### src/rtl/cyborg65r2_phase_gen_pkg.sv
// Shared constants, FSM encoding and the ring fine-pattern helper for the phase generator.
// The fine pattern is the de-inverted thermometer word the CCO ring presents at state s.
package cyborg65r2_pkg;
  localparam int NPHASES     = 33;
  localparam int CNT_W       = 6;
  localparam int FCW_W       = 15;
  localparam int RING_STATES = 2 * NPHASES;
  localparam int PB_W        = 12;

  localparam logic [NPHASES-1:0] FINE_INV_MASK = 33'h0AAAAAAAA;
  localparam logic [FCW_W-1:0]   FCW_RESET     = 15'h0100;
  localparam logic [6:0]         INT_MAX       = 7'd65;

  typedef enum logic [1:0] {
    ST_IDLE = 2'd0,
    ST_RUN  = 2'd1,
    ST_HOLD = 2'd2
  } state_e;

  // First half of the ring fills ones from bit 0, second half drains them from bit 0.
  function automatic logic [NPHASES-1:0] fine_pattern(input logic [6:0] s);
    logic [NPHASES-1:0] d;
    d = '0;
    for (int i = 0; i < NPHASES; i++) begin
      if (s <= 7'(NPHASES)) d[i] = (i < int'(s));
      else                  d[i] = (i >= int'(s) - NPHASES);
    end
    return d;
  endfunction
endpackage

### src/rtl/cyborg65r2_phase_gen_if.sv
// Command, fcw handshake and raw front-end output bundle of the phase generator.
interface cyborg65r2_phase_gen_if;
  import cyborg65r2_pkg::*;

  logic               start;
  logic               stop;
  logic               step;
  logic               clear;
  logic               inject_stale;
  logic [FCW_W-1:0]   fcw;
  logic               fcw_valid;
  logic               fcw_ready;
  logic [CNT_W-1:0]   count_coarse;
  logic [CNT_W-1:0]   count_coarse_del;
  logic [NPHASES-1:0] count_fine;
  logic [PB_W-1:0]    phase_bin;
  logic               out_valid;

  modport master (
    output start, stop, step, clear, inject_stale, fcw, fcw_valid,
    input  fcw_ready, count_coarse, count_coarse_del, count_fine, phase_bin, out_valid
  );

  modport slave (
    input  start, stop, step, clear, inject_stale, fcw, fcw_valid,
    output fcw_ready, count_coarse, count_coarse_del, count_fine, phase_bin, out_valid
  );
endinterface

### src/rtl/cyborg65r2_phase_gen_bin2gray.sv
// Binary to reflected Gray code converter; inverse of gray2bin.
module bin2gray #(
  parameter int bus_width = 6
) (
  input  logic [bus_width-1:0] bin_i,
  output logic [bus_width-1:0] gray_o
);
  assign gray_o = bin_i ^ (bin_i >> 1);
endmodule

### src/rtl/cyborg65r2_phase_gen.sv
// Digital CCO emulator: advances a 66x64 ring phase by a 7.8 fcw and drives raw Gray/fine words.
// Outputs are registered one cycle after the advance decision; fcw_ready drops for one cycle after each accept.
module cyborg65r2_phase_gen
  import cyborg65r2_pkg::*;
(
  input  logic                  clk,
  input  logic                  reset,
  cyborg65r2_phase_gen_if.slave bus_io
);
  state_e             state_q, state_d;
  logic [6:0]         s_q, s_d;
  logic [CNT_W-1:0]   c_q, c_d, c_dm1;
  logic [7:0]         frac_q, frac_d;
  logic [PB_W-1:0]    pb_q, pb_d;
  logic [FCW_W-1:0]   fcw_q;
  logic               fcw_rdy_q;
  logic               vld_q;
  logic [NPHASES-1:0] fine_q;
  logic [CNT_W-1:0]   cc_q, cd_q;

  logic               adv, clr, fcw_take, stale;
  logic [8:0]         frac_sum;
  logic [6:0]         int_sat, inc;
  logic [7:0]         t;
  logic [NPHASES-1:0] d_nxt;
  logic [CNT_W-1:0]   gray_c, gray_cm1;

  // In HOLD a stop request outranks every other command and simply keeps HOLD.
  always_comb begin
    state_d = state_q;
    adv     = 1'b0;
    clr     = 1'b0;
    case (state_q)
      ST_IDLE: if (bus_io.start) state_d = ST_RUN;
      ST_RUN: begin
        adv = 1'b1;
        if (bus_io.stop) state_d = ST_HOLD;
      end
      ST_HOLD: begin
        if (!bus_io.stop) begin
          if (bus_io.clear) begin
            state_d = ST_IDLE;
            clr     = 1'b1;
          end else if (bus_io.start) begin
            state_d = ST_RUN;
          end else if (bus_io.step) begin
            adv = 1'b1;
          end
        end
      end
      default: state_d = ST_IDLE;
    endcase
  end

  always_comb begin
    frac_sum = {1'b0, frac_q} + {1'b0, fcw_q[7:0]};
    int_sat  = (fcw_q[FCW_W-1:8] > INT_MAX) ? INT_MAX : fcw_q[FCW_W-1:8];
    inc      = int_sat + {6'd0, frac_sum[8]};
    t        = {1'b0, s_q} + {1'b0, inc};
    s_d      = s_q;
    c_d      = c_q;
    frac_d   = frac_q;
    pb_d     = pb_q;
    if (adv) begin
      frac_d = frac_sum[7:0];
      pb_d   = pb_q + {5'd0, inc};
      // inc never exceeds 66, so a single wrap of the ring is enough.
      if (t >= 8'(RING_STATES)) begin
        s_d = 7'(t - 8'(RING_STATES));
        c_d = c_q + 6'd1;
      end else begin
        s_d = t[6:0];
      end
    end
    if (clr) begin
      s_d    = '0;
      c_d    = '0;
      frac_d = '0;
      pb_d   = '0;
    end
  end

  assign c_dm1    = c_d - 6'd1;
  assign d_nxt    = fine_pattern(s_d);
  // Stale window is exactly where the encoder switches to the delayed coarse value.
  assign stale    = bus_io.inject_stale & (d_nxt[0] | d_nxt[6]);
  assign fcw_take = bus_io.fcw_valid & fcw_rdy_q;

  bin2gray #(.bus_width(CNT_W)) u_gray_c   (.bin_i(c_d),   .gray_o(gray_c));
  bin2gray #(.bus_width(CNT_W)) u_gray_cm1 (.bin_i(c_dm1), .gray_o(gray_cm1));

  always_ff @(posedge clk) begin
    if (reset) begin
      state_q   <= ST_IDLE;
      s_q       <= '0;
      c_q       <= '0;
      frac_q    <= '0;
      pb_q      <= '0;
      fcw_q     <= FCW_RESET;
      fcw_rdy_q <= 1'b1;
      vld_q     <= 1'b0;
      fine_q    <= FINE_INV_MASK;
      cc_q      <= '0;
      cd_q      <= '0;
    end else begin
      state_q   <= state_d;
      s_q       <= s_d;
      c_q       <= c_d;
      frac_q    <= frac_d;
      pb_q      <= pb_d;
      fcw_rdy_q <= ~fcw_take;
      if (fcw_take) fcw_q <= bus_io.fcw;
      vld_q     <= adv;
      fine_q    <= d_nxt ^ FINE_INV_MASK;
      cc_q      <= stale ? gray_cm1 : gray_c;
      cd_q      <= gray_c;
    end
  end

  assign bus_io.fcw_ready        = fcw_rdy_q;
  assign bus_io.out_valid        = vld_q;
  assign bus_io.count_fine       = fine_q;
  assign bus_io.count_coarse     = cc_q;
  assign bus_io.count_coarse_del = cd_q;
  assign bus_io.phase_bin        = pb_q;
endmodule

### src/flat_wrapper.sv
// flat-port wrapper written by rule: the top's interface ports become plain ports
module cyborg65r2_phase_gen_flat import cyborg65r2_pkg::*;
  (clk, reset, bus_io_start, bus_io_stop, bus_io_step, bus_io_clear, bus_io_inject_stale, bus_io_fcw, bus_io_fcw_valid, bus_io_fcw_ready, bus_io_count_coarse, bus_io_count_coarse_del, bus_io_count_fine, bus_io_phase_bin, bus_io_out_valid);
  cyborg65r2_phase_gen_if bus_io_i ();
  input  logic clk;
  input  logic reset;
  input wire logic [$bits(bus_io_i.start)-1:0] bus_io_start;
  input wire logic [$bits(bus_io_i.stop)-1:0] bus_io_stop;
  input wire logic [$bits(bus_io_i.step)-1:0] bus_io_step;
  input wire logic [$bits(bus_io_i.clear)-1:0] bus_io_clear;
  input wire logic [$bits(bus_io_i.inject_stale)-1:0] bus_io_inject_stale;
  input wire logic [$bits(bus_io_i.fcw)-1:0] bus_io_fcw;
  input wire logic [$bits(bus_io_i.fcw_valid)-1:0] bus_io_fcw_valid;
  output wire logic [$bits(bus_io_i.fcw_ready)-1:0] bus_io_fcw_ready;
  output wire logic [$bits(bus_io_i.count_coarse)-1:0] bus_io_count_coarse;
  output wire logic [$bits(bus_io_i.count_coarse_del)-1:0] bus_io_count_coarse_del;
  output wire logic [$bits(bus_io_i.count_fine)-1:0] bus_io_count_fine;
  output wire logic [$bits(bus_io_i.phase_bin)-1:0] bus_io_phase_bin;
  output wire logic [$bits(bus_io_i.out_valid)-1:0] bus_io_out_valid;
  assign bus_io_i.start = bus_io_start;
  assign bus_io_i.stop = bus_io_stop;
  assign bus_io_i.step = bus_io_step;
  assign bus_io_i.clear = bus_io_clear;
  assign bus_io_i.inject_stale = bus_io_inject_stale;
  assign bus_io_i.fcw = bus_io_fcw;
  assign bus_io_i.fcw_valid = bus_io_fcw_valid;
  assign bus_io_fcw_ready = bus_io_i.fcw_ready;
  assign bus_io_count_coarse = bus_io_i.count_coarse;
  assign bus_io_count_coarse_del = bus_io_i.count_coarse_del;
  assign bus_io_count_fine = bus_io_i.count_fine;
  assign bus_io_phase_bin = bus_io_i.phase_bin;
  assign bus_io_out_valid = bus_io_i.out_valid;
  cyborg65r2_phase_gen u_core (.clk(clk), .reset(reset), .bus_io(bus_io_i));
endmodule
### config.mk
export PLATFORM = sky130hd
export DESIGN_NAME = cyborg65r2_phase_gen_flat
export DESIGN_NICKNAME = d
export VERILOG_FILES = /design/src/rtl/cyborg65r2_phase_gen_pkg.sv /design/src/rtl/cyborg65r2_phase_gen_if.sv /design/src/rtl/cyborg65r2_phase_gen_bin2gray.sv /design/src/rtl/cyborg65r2_phase_gen.sv /design/src/flat_wrapper.sv
export SDC_FILE = /design/constraint.sdc
export NUM_CORES = 1
export LEC_CHECK = 0
export CELL_PAD_IN_SITES_DETAIL_PLACEMENT = 0
export CELL_PAD_IN_SITES_GLOBAL_PLACEMENT = 1
export CORE_UTILIZATION = 41
export DETAILED_ROUTE_END_ITERATION = 12
export PLACE_DENSITY = 0.88
export SYNTH_ARGS = -nofsm -noshare
export SYNTH_HDL_FRONTEND = slang
export SYNTH_SLANG_ARGS = --single-unit
### constraint.sdc
create_clock -name clk -period 7.2 [get_ports clk]
set_clock_uncertainty 0.05 [all_clocks]
set_input_delay 1.08 -clock clk [delete_from_list [all_inputs] [get_ports clk]]
set_output_delay 1.08 -clock clk [all_outputs]
set_load 0.05 [all_outputs]
Yosys cells after proc, flatten, opt, wreduce, memory -nomap -nowiden
Index checks and enable logic that the tools add are counted.

storage, ports and cells
  output and inout bits = 59
  logic and storage cells = 156
  input bits = 23
  bits in registers = 97

cells by class
  eq/ne operators = 4
  muxes and demuxes = 54
  magnitude comparators = 69
  $add $sub $neg = 8
  bitwise gates (word level) = 7
  reduce and logical (&&, ||, !) cells = 3

operators with widths
  operator                                                                count
  6-bit by 32-bit >= comparator with 1-bit output (first input constant)  16
  5-bit by 32-bit >= comparator with 1-bit output (first input constant)  8
  4-bit by 32-bit >= comparator with 1-bit output (first input constant)  4
  5-bit by 7-bit < comparator with 1-bit output (first input constant)    16
  3-bit by 32-bit >= comparator with 1-bit output (first input constant)  2
  4-bit by 7-bit < comparator with 1-bit output (first input constant)    8
  1-bit two-way mux                                                       40
  1-bit by 32-bit >= comparator with 1-bit output (first input constant)  1
  2-bit by 32-bit >= comparator with 1-bit output (first input constant)  1
  7-bit by 32-bit >= comparator with 1-bit output (first input constant)  1
  3-bit by 7-bit < comparator with 1-bit output (first input constant)    4
  7-bit two-way mux                                                       4
  6-bit two-way mux                                                       4
  16-bit NOT                                                              1
  1-bit by 7-bit < comparator with 1-bit output (first input constant)    2
  2-bit by 7-bit < comparator with 1-bit output (first input constant)    2
  12-bit by 7-bit adder with 12-bit output                                1
  6-bit by 5-bit XOR with 6-bit output                                    2
  8-bit by 8-bit adder with 9-bit output                                  1
  7-bit by 7-bit adder with 8-bit output                                  1
  8-bit by 7-bit >= comparator with 1-bit output (second input constant)  1
  2-bit two-way mux                                                       4
  7-bit by 6-bit subtractor with 8-bit output (second input constant)     1
  7-bit by 1-bit adder with 7-bit output                                  1
  other kinds (17)                                                        19

Longest topological paths before layout
  depth after elaboration = 14
  depth in mapped cells = 35
  gate-level depth less buffers = 31

By module
From an unflattened synthesis, not the netlist that was laid out.

unflattened totals
  cell total of the unflattened synthesis = 683
  area total of the unflattened synthesis = 5741.8 um^2

by module, submodules not included
  module                area each (um^2)  cells an instance  times used  sequential area each (um^2)
  cyborg65r2_phase_gen  5639.2            671                1           1941.9
  bin2gray              51.3              6                  2           0.0

Least setup slack after synthesis
No wires, ideal clock.

  kind = reg2reg
  start point = register u_core.fcw_q[0]
  end point = register u_core.cc_q[0] (netlist: u_core.bus_io.count_coarse[0])
  stages on the path, launching flop included = 35
  period minus slack after synthesis = 6.674 ns
  data arrival time = 6.501 ns
  path buffers = 3
  setup slack = 0.526 ns
  setup time = 0.123 ns
  cells stage by stage = dfxtp_1 -> ha_1 -> fa_1 -> a21o_1 -> a21o_1 -> a21oi_1 -> nor2_1 -> nor2_1 -> nor2b_1 -> o21ai_0 -> nand2b_1 -> ha_1 -> ha_1 -> nand3_1 -> xor2_1 -> a21oi_1 -> ha_1 -> buf_6 -> nand3_1 -> o211ai_4 -> xor2_1 -> or4_1 -> buf_2 -> a21oi_1 -> or2_2 -> nor2_1 -> inv_1 -> ha_1 -> clkbuf_1 -> inv_1 -> nor3_1 -> o2bb2ai_1 -> o31ai_4 -> a211oi_1 -> mux2_1

on the way
  cells in the longest elaborated chain, start to end = 13

ends and longest elaborated chain
  element                                                                                                             RTL line                                                text
  start: declaration                                                                                                  cyborg65r2_phase_gen.sv:15                              logic [FCW_W-1:0] fcw_q;
  start signal: assignment                                                                                            cyborg65r2_phase_gen.sv:112                             if (fcw_take) fcw_q <= bus_io.fcw;
  8-bit by 8-bit adder with 9-bit output (*)                                                                          cyborg65r2_phase_gen.sv:56                              frac_sum = {1'b0, frac_q} + {1'b0, fcw_q[7:0]};
  7-bit by 1-bit adder with 7-bit output (*)                                                                          cyborg65r2_phase_gen.sv:58                              inc = int_sat + {6'd0, frac_sum[8]};
  7-bit by 7-bit adder with 8-bit output (*)                                                                          cyborg65r2_phase_gen.sv:59                              t = {1'b0, s_q} + {1'b0, inc};
  7-bit subtractor or 8-bit by 7-bit >= comparator with 1-bit output (tied branches)                                  cyborg65r2_phase_gen.sv:69, cyborg65r2_phase_gen.sv:68
  7-bit two-way mux (*)                                                                                               cyborg65r2_phase_gen.sv:68                              if (t >= 8'(RING_STATES)) begin
  7-bit two-way mux (*)                                                                                               cyborg65r2_phase_gen.sv:64                              if (adv) begin
  7-bit two-way mux (*)                                                                                               cyborg65r2_phase_gen.sv:75                              if (clr) begin
  named net u_core.s_d[1]                                                                                             cyborg65r2_phase_gen.sv:11                              logic [6:0] s_q, s_d;
  7-bit by 6-bit subtractor with 8-bit output                                                                         cyborg65r2_phase_gen_pkg.sv:26                          else d[i] = (i >= int'(s) - NPHASES);
  1-bit by 32-bit >= comparator with 1-bit output or 4-bit by 32-bit >= comparator with 1-bit output (tied branches)  cyborg65r2_phase_gen_pkg.sv:26
  1-bit two-way mux                                                                                                   cyborg65r2_phase_gen_pkg.sv:25                          if (s <= 7'(NPHASES)) d[i] = (i < int'(s));
  1-bit bitwise OR (*)                                                                                                cyborg65r2_phase_gen.sv:86                              assign stale = bus_io.inject_stale & (d_nxt[0] | d_nxt[6]);
  1-bit AND (*)                                                                                                       cyborg65r2_phase_gen.sv:86
  6-bit two-way mux (*)                                                                                               cyborg65r2_phase_gen.sv:115                             cc_q <= stale ? gray_cm1 : gray_c;
  end signal: assignment                                                                                              cyborg65r2_phase_gen.sv:115
  end: declaration                                                                                                    cyborg65r2_phase_gen.sv:19                              logic [CNT_W-1:0] cc_q, cd_q;

Mark *: on every way through the listed nets, which the timed path passes. The rest lies on a longest branch.
A chain may end at the register's enable or synchronous reset.

Worst setup path in the final report
  start point = register u_core.fcw_q[0]
  end point = register u_core.cc_q[4] (netlist: u_core.bus_io.count_coarse[4])

on the way
  cells in the longest elaborated chain, start to end = 13

ends and longest elaborated chain
  element                                                                                                             RTL line
  8-bit by 8-bit adder with 9-bit output (*)                                                                          cyborg65r2_phase_gen.sv:56
  7-bit by 1-bit adder with 7-bit output (*)                                                                          cyborg65r2_phase_gen.sv:58
  7-bit by 7-bit adder with 8-bit output (*)                                                                          cyborg65r2_phase_gen.sv:59
  7-bit subtractor or 8-bit by 7-bit >= comparator with 1-bit output (tied branches)                                  cyborg65r2_phase_gen.sv:69, cyborg65r2_phase_gen.sv:68
  7-bit two-way mux                                                                                                   cyborg65r2_phase_gen.sv:68
  7-bit two-way mux                                                                                                   cyborg65r2_phase_gen.sv:64
  7-bit two-way mux                                                                                                   cyborg65r2_phase_gen.sv:75
  7-bit by 6-bit subtractor with 8-bit output                                                                         cyborg65r2_phase_gen_pkg.sv:26
  1-bit by 32-bit >= comparator with 1-bit output or 4-bit by 32-bit >= comparator with 1-bit output (tied branches)  cyborg65r2_phase_gen_pkg.sv:26
  1-bit two-way mux                                                                                                   cyborg65r2_phase_gen_pkg.sv:25
  1-bit bitwise OR                                                                                                    cyborg65r2_phase_gen.sv:86
  1-bit AND                                                                                                           cyborg65r2_phase_gen.sv:86
  6-bit two-way mux (*)                                                                                               cyborg65r2_phase_gen.sv:115

Every way passes the cells marked *; elsewhere a longest branch is shown, timed or not.

==> metrics.txt <==
Hold Startpoint u_core.frac_q[6]; core region area 13400 um^2; CP Launch Point u_core.fcw_q[0]; routed len/inst 16.4 um; fin crit period 6.85 ns; Yosys top cell area share 33.8%; Worst Path Max Fanout 18; relative slew slack 31.2%; Power Density 252 nW/um^2; initial core utilization 42.4%; Max-Cap Viols 0; clock network power share 25.9%; row cnt 42; PortBufs 81; EDFF count, synth 0; Syn-to-layout area delta 25.9%; Synth cell types 68; CP Capture Type register; die area 14300 um^2; detailed placer's ending HPWL 11.6 mm; R2R Setup Slk 0.35 ns; DRC viols 0; register area 1920 um^2; global route overflow 0; Skew-Pair Late Insertion Delay 0.35 ns; leading area contributor after synthesis dfxtp_1; largest net degree at the start of global routing 57; CTS Buf Count 9; final core utilization 53.4%; fin crit share 95.2%; Max Fclk 146 MHz; share of post-route cells with drive strength above 1 10.5%; hold path endpoint u_core.frac_q[6]; Hold WC Path Type register to register; synthesis warning total 0; Clock Path Buffers 2; post-synthesis register bit count 96; vias in the first global route 5143; Mapped Nets 756; Largest delay share family, worst path compound AO/OA/AOI/OAI gates; sequential fraction of the synthesis area 33.8%; Bufs and invs on worst path 3; Req. time, crit path 7.39 ns; switch share 38.6%; Total Power 1800 uW; asr flop ratio synth 0%; Mapped Avg Cell Area 8.24 um^2; final setup vio count 0; Reg-to-Reg End u_core.bus_io.count_coarse[4]; Cells after DPL 937; Reg clk slew, reported paths 0.06 ns; maximum vdd drop 0.165 mV; reg2reg path depth 27; mapped cell area 5690 um^2; Detailed Route Iter0 Violations 300; endpoints failing hold 0; synth top area cells dfxtp_1 34%, ha_1 8.8%, nand2_1 6.5%, a21oi_1 6.1%, nor2_1 4.0%; Total GRT Usage 22.3%; drt first pass iters 6; Final Max Slew Viols 0; CP Class register to register; Leakage 0.00285 uW; slowest stage delay, CP 0.59 ns; DRT Wirelength 15.6 mm; IO Count 82; root buf cell clkbuf_16; Fill cells 1214; TritonCTS clock tree built; CTS H-tree lvls 3; Startpoint Class register; Synth Instances 690; Crit path arrival time 7.04 ns; Die Y 120 um; Non-Filler Instances 954; fin nets 840; ys flop type dfxtp_1; Seq pwr share 33.8%; post-route antenna net violation count 0; die width 120 um; global-route wire length before repair 25.4 mm; Slew @ Worst Pin 1.03 ns; hold path depth 2; via count 5291; r2r startpoint u_core.fcw_q[0]; P_int 1110 uW; combinational group share of total power 40.3%; footprint of the multi-input gates 3620 um^2; clk sinks 96; via/cell ratio 5.55; initial antenna violation count 0; gpl congestion 0.982; Crit-path slowest cell or4_1; switching power 696 uW; status finished, final reports clean; # diodes 0
-- worst reg2reg max path: stages, from the launching register on --
cell and delay [ns]:
dfxtp_1 0.32, ha_1 0.22, fa_1 0.42, a21o_1 0.18, a21o_1 0.19, a21oi_1 0.15, nor2_1 0.06, nor2_1 0.15
nor2b_1 0.06, o21ai_0 0.16, nand2b_1 0.08, ha_1 0.23, ha_2 0.39, inv_1 0.07, fa_1 0.41, nand2b_1 0.23
a21oi_4 0.21, xor2_2 0.13, or4_1 0.59, buf_4 0.20, a21o_4 0.23, a2111oi_4 0.47, buf_12 0.22, nor2_4 0.09
a221o_2 0.43, o31ai_4 0.40, a211oi_1 0.10, mux2_1 0.32
-- synth_stat cells, types with 5 or more instances --
library cell and n:
nor4_1 8, o21ai_0 29, clkbuf_1 25, a221oi_1 5, nor2b_1 12, a211oi_1 8, nand2_1 98, and3_1 7
buf_1 5, ha_1 40, a31oi_1 6, o31ai_1 10, dfxtp_1 96, xnor2_1 23, nor3_1 13, nand2b_1 9
and2_1 5, nand3_1 15, a21oi_1 69, inv_1 21, o21a_1 5, xor2_1 17, a21o_1 13, nor2_1 60
-- cells in the final DEF (no fill, tap or decap), types with 5 or more instances in the layout --
cell | synthesis | routed
a211oi_1 | 8 | 5
a21o_1 | 13 | 13
a21oi_1 | 69 | 65
a221oi_1 | 5 | 5
a31oi_1 | 6 | 6
and2_1 | 5 | 5
and3_1 | 7 | 7
buf_4 | 1 | 28
clkbuf_16 | 0 | 9
clkdlybuf4s50_1 | 0 | 80
dfxtp_1 | 96 | 96
ha_1 | 40 | 38
inv_1 | 21 | 21
nand2_1 | 98 | 98
nand2b_1 | 9 | 9
nand3_1 | 15 | 15
nor2_1 | 60 | 59
nor2b_1 | 12 | 12
nor3_1 | 13 | 13
nor4_1 | 8 | 8
o21a_1 | 5 | 5
o21ai_0 | 29 | 27
o31ai_1 | 10 | 9
xnor2_1 | 23 | 23
xor2_1 | 17 | 15
-- area by class of cell --
class | instances | share of cell area (%)
sequential | 96 | 26.8
timing repair buffer | 110 | 14.5
clock buffer | 12 | 3.30
tap | 176 | 3.08
multi-input combinational | 536 | 50.6
inverter | 21 | 1.10
clock inverter | 3 | 0.612
-- sequential cells by signal, summed over array words and instances, names as in the netlist --
| name | cells |
|---|---|
| u_core.frac_q | 8 |
| u_core.bus_io.count_coarse | 6 |
| u_core.c_q | 5 |
| u_core.s_q | 7 |
| u_core.bus_io.fcw_ready | 1 |
| u_core.fcw_q | 15 |
| u_core.bus_io.count_coarse_del | 6 |
| u_core.state_q | 2 |
| u_core.bus_io.phase_bin | 12 |
| u_core.bus_io.count_fine | 33 |
| u_core.bus_io.out_valid | 1 |
-- worst max-delay path by stage --
stage	to	depth (start not counted)
final	u_core.bus_io.count_coarse[4]	27
after global routing	u_core.bus_io.count_coarse[4]	27
after CTS	u_core.bus_io.count_coarse[0]	32
after detailed placement	u_core.bus_io.count_coarse[0]	32
after global placement	u_core.bus_io.count_coarse[0]	29
after floorplan	u_core.bus_io.count_coarse[0]	34
-- logic make-up (layout without fill, tap and decap cells) --
| logic type | count (synthesis) | after routing | synth area share (%) |
|---|---|---|---|
| XOR/XNOR | 40 | 40 | 6.16 |
| AO/OA/AOI/OAI | 196 | 196 | 23.9 |
| buffers and inverters | 58 | 146 | 4.25 |
| flip-flops | 96 | 96 | 33.8 |
| adder cells (fa/ha/maj) | 43 | 43 | 9.86 |
| AND/OR/NAND/NOR | 249 | 249 | 20.5 |
| multiplexers | 8 | 8 | 1.54 |
-- power by group through the flow --
stage	Combinational, uW	Clock [uW]	Sequential (uW)
6_report	726	468	610
5_1_grt	775	501	615
4_1_cts	703	482	611
3_5_place_dp	699	0	622
3_3_place_gp	703	0	620
2_1_floorplan	325	0	769
-- routing by layer --
| layer | part of all wire (%) | up-vias | GRT usage (%) | wire length, um |
|---|---|---|---|---|
| li1 | - | 2608 | - | - |
| met4 | 3.0 | 0 | 8.28 | 464 |
| met5 | 0 | - | 0 | 0 |
| met1 | 43 | 2477 | 26.8 | 6760 |
| met2 | 48 | 167 | 38.7 | 7550 |
| met3 | 5.3 | 39 | 4.90 | 830 |
-- through the flow --
step	area [um^2]	hold WS [ns]	setup TNS, ns	setup WS (ns)
floorplan	5690	0.386	0	0.526
global placement	6770	0.393	0	0.444
detailed placement	6770	0.401	0	0.141
CTS	7050	0.410	0	0.104
global route	7160	0.424	-0.00172	-0.00172
finish	7160	0.407	0	0.348
-- repair_timing --
action                     4_1_cts  5_1_grt
gates resized for setup          0       20
setup endpoints to repair        0       34
setup buffers                    0        2
hold buffers                     0        0
Note: power is estimated with default switching activity, not from simulation.
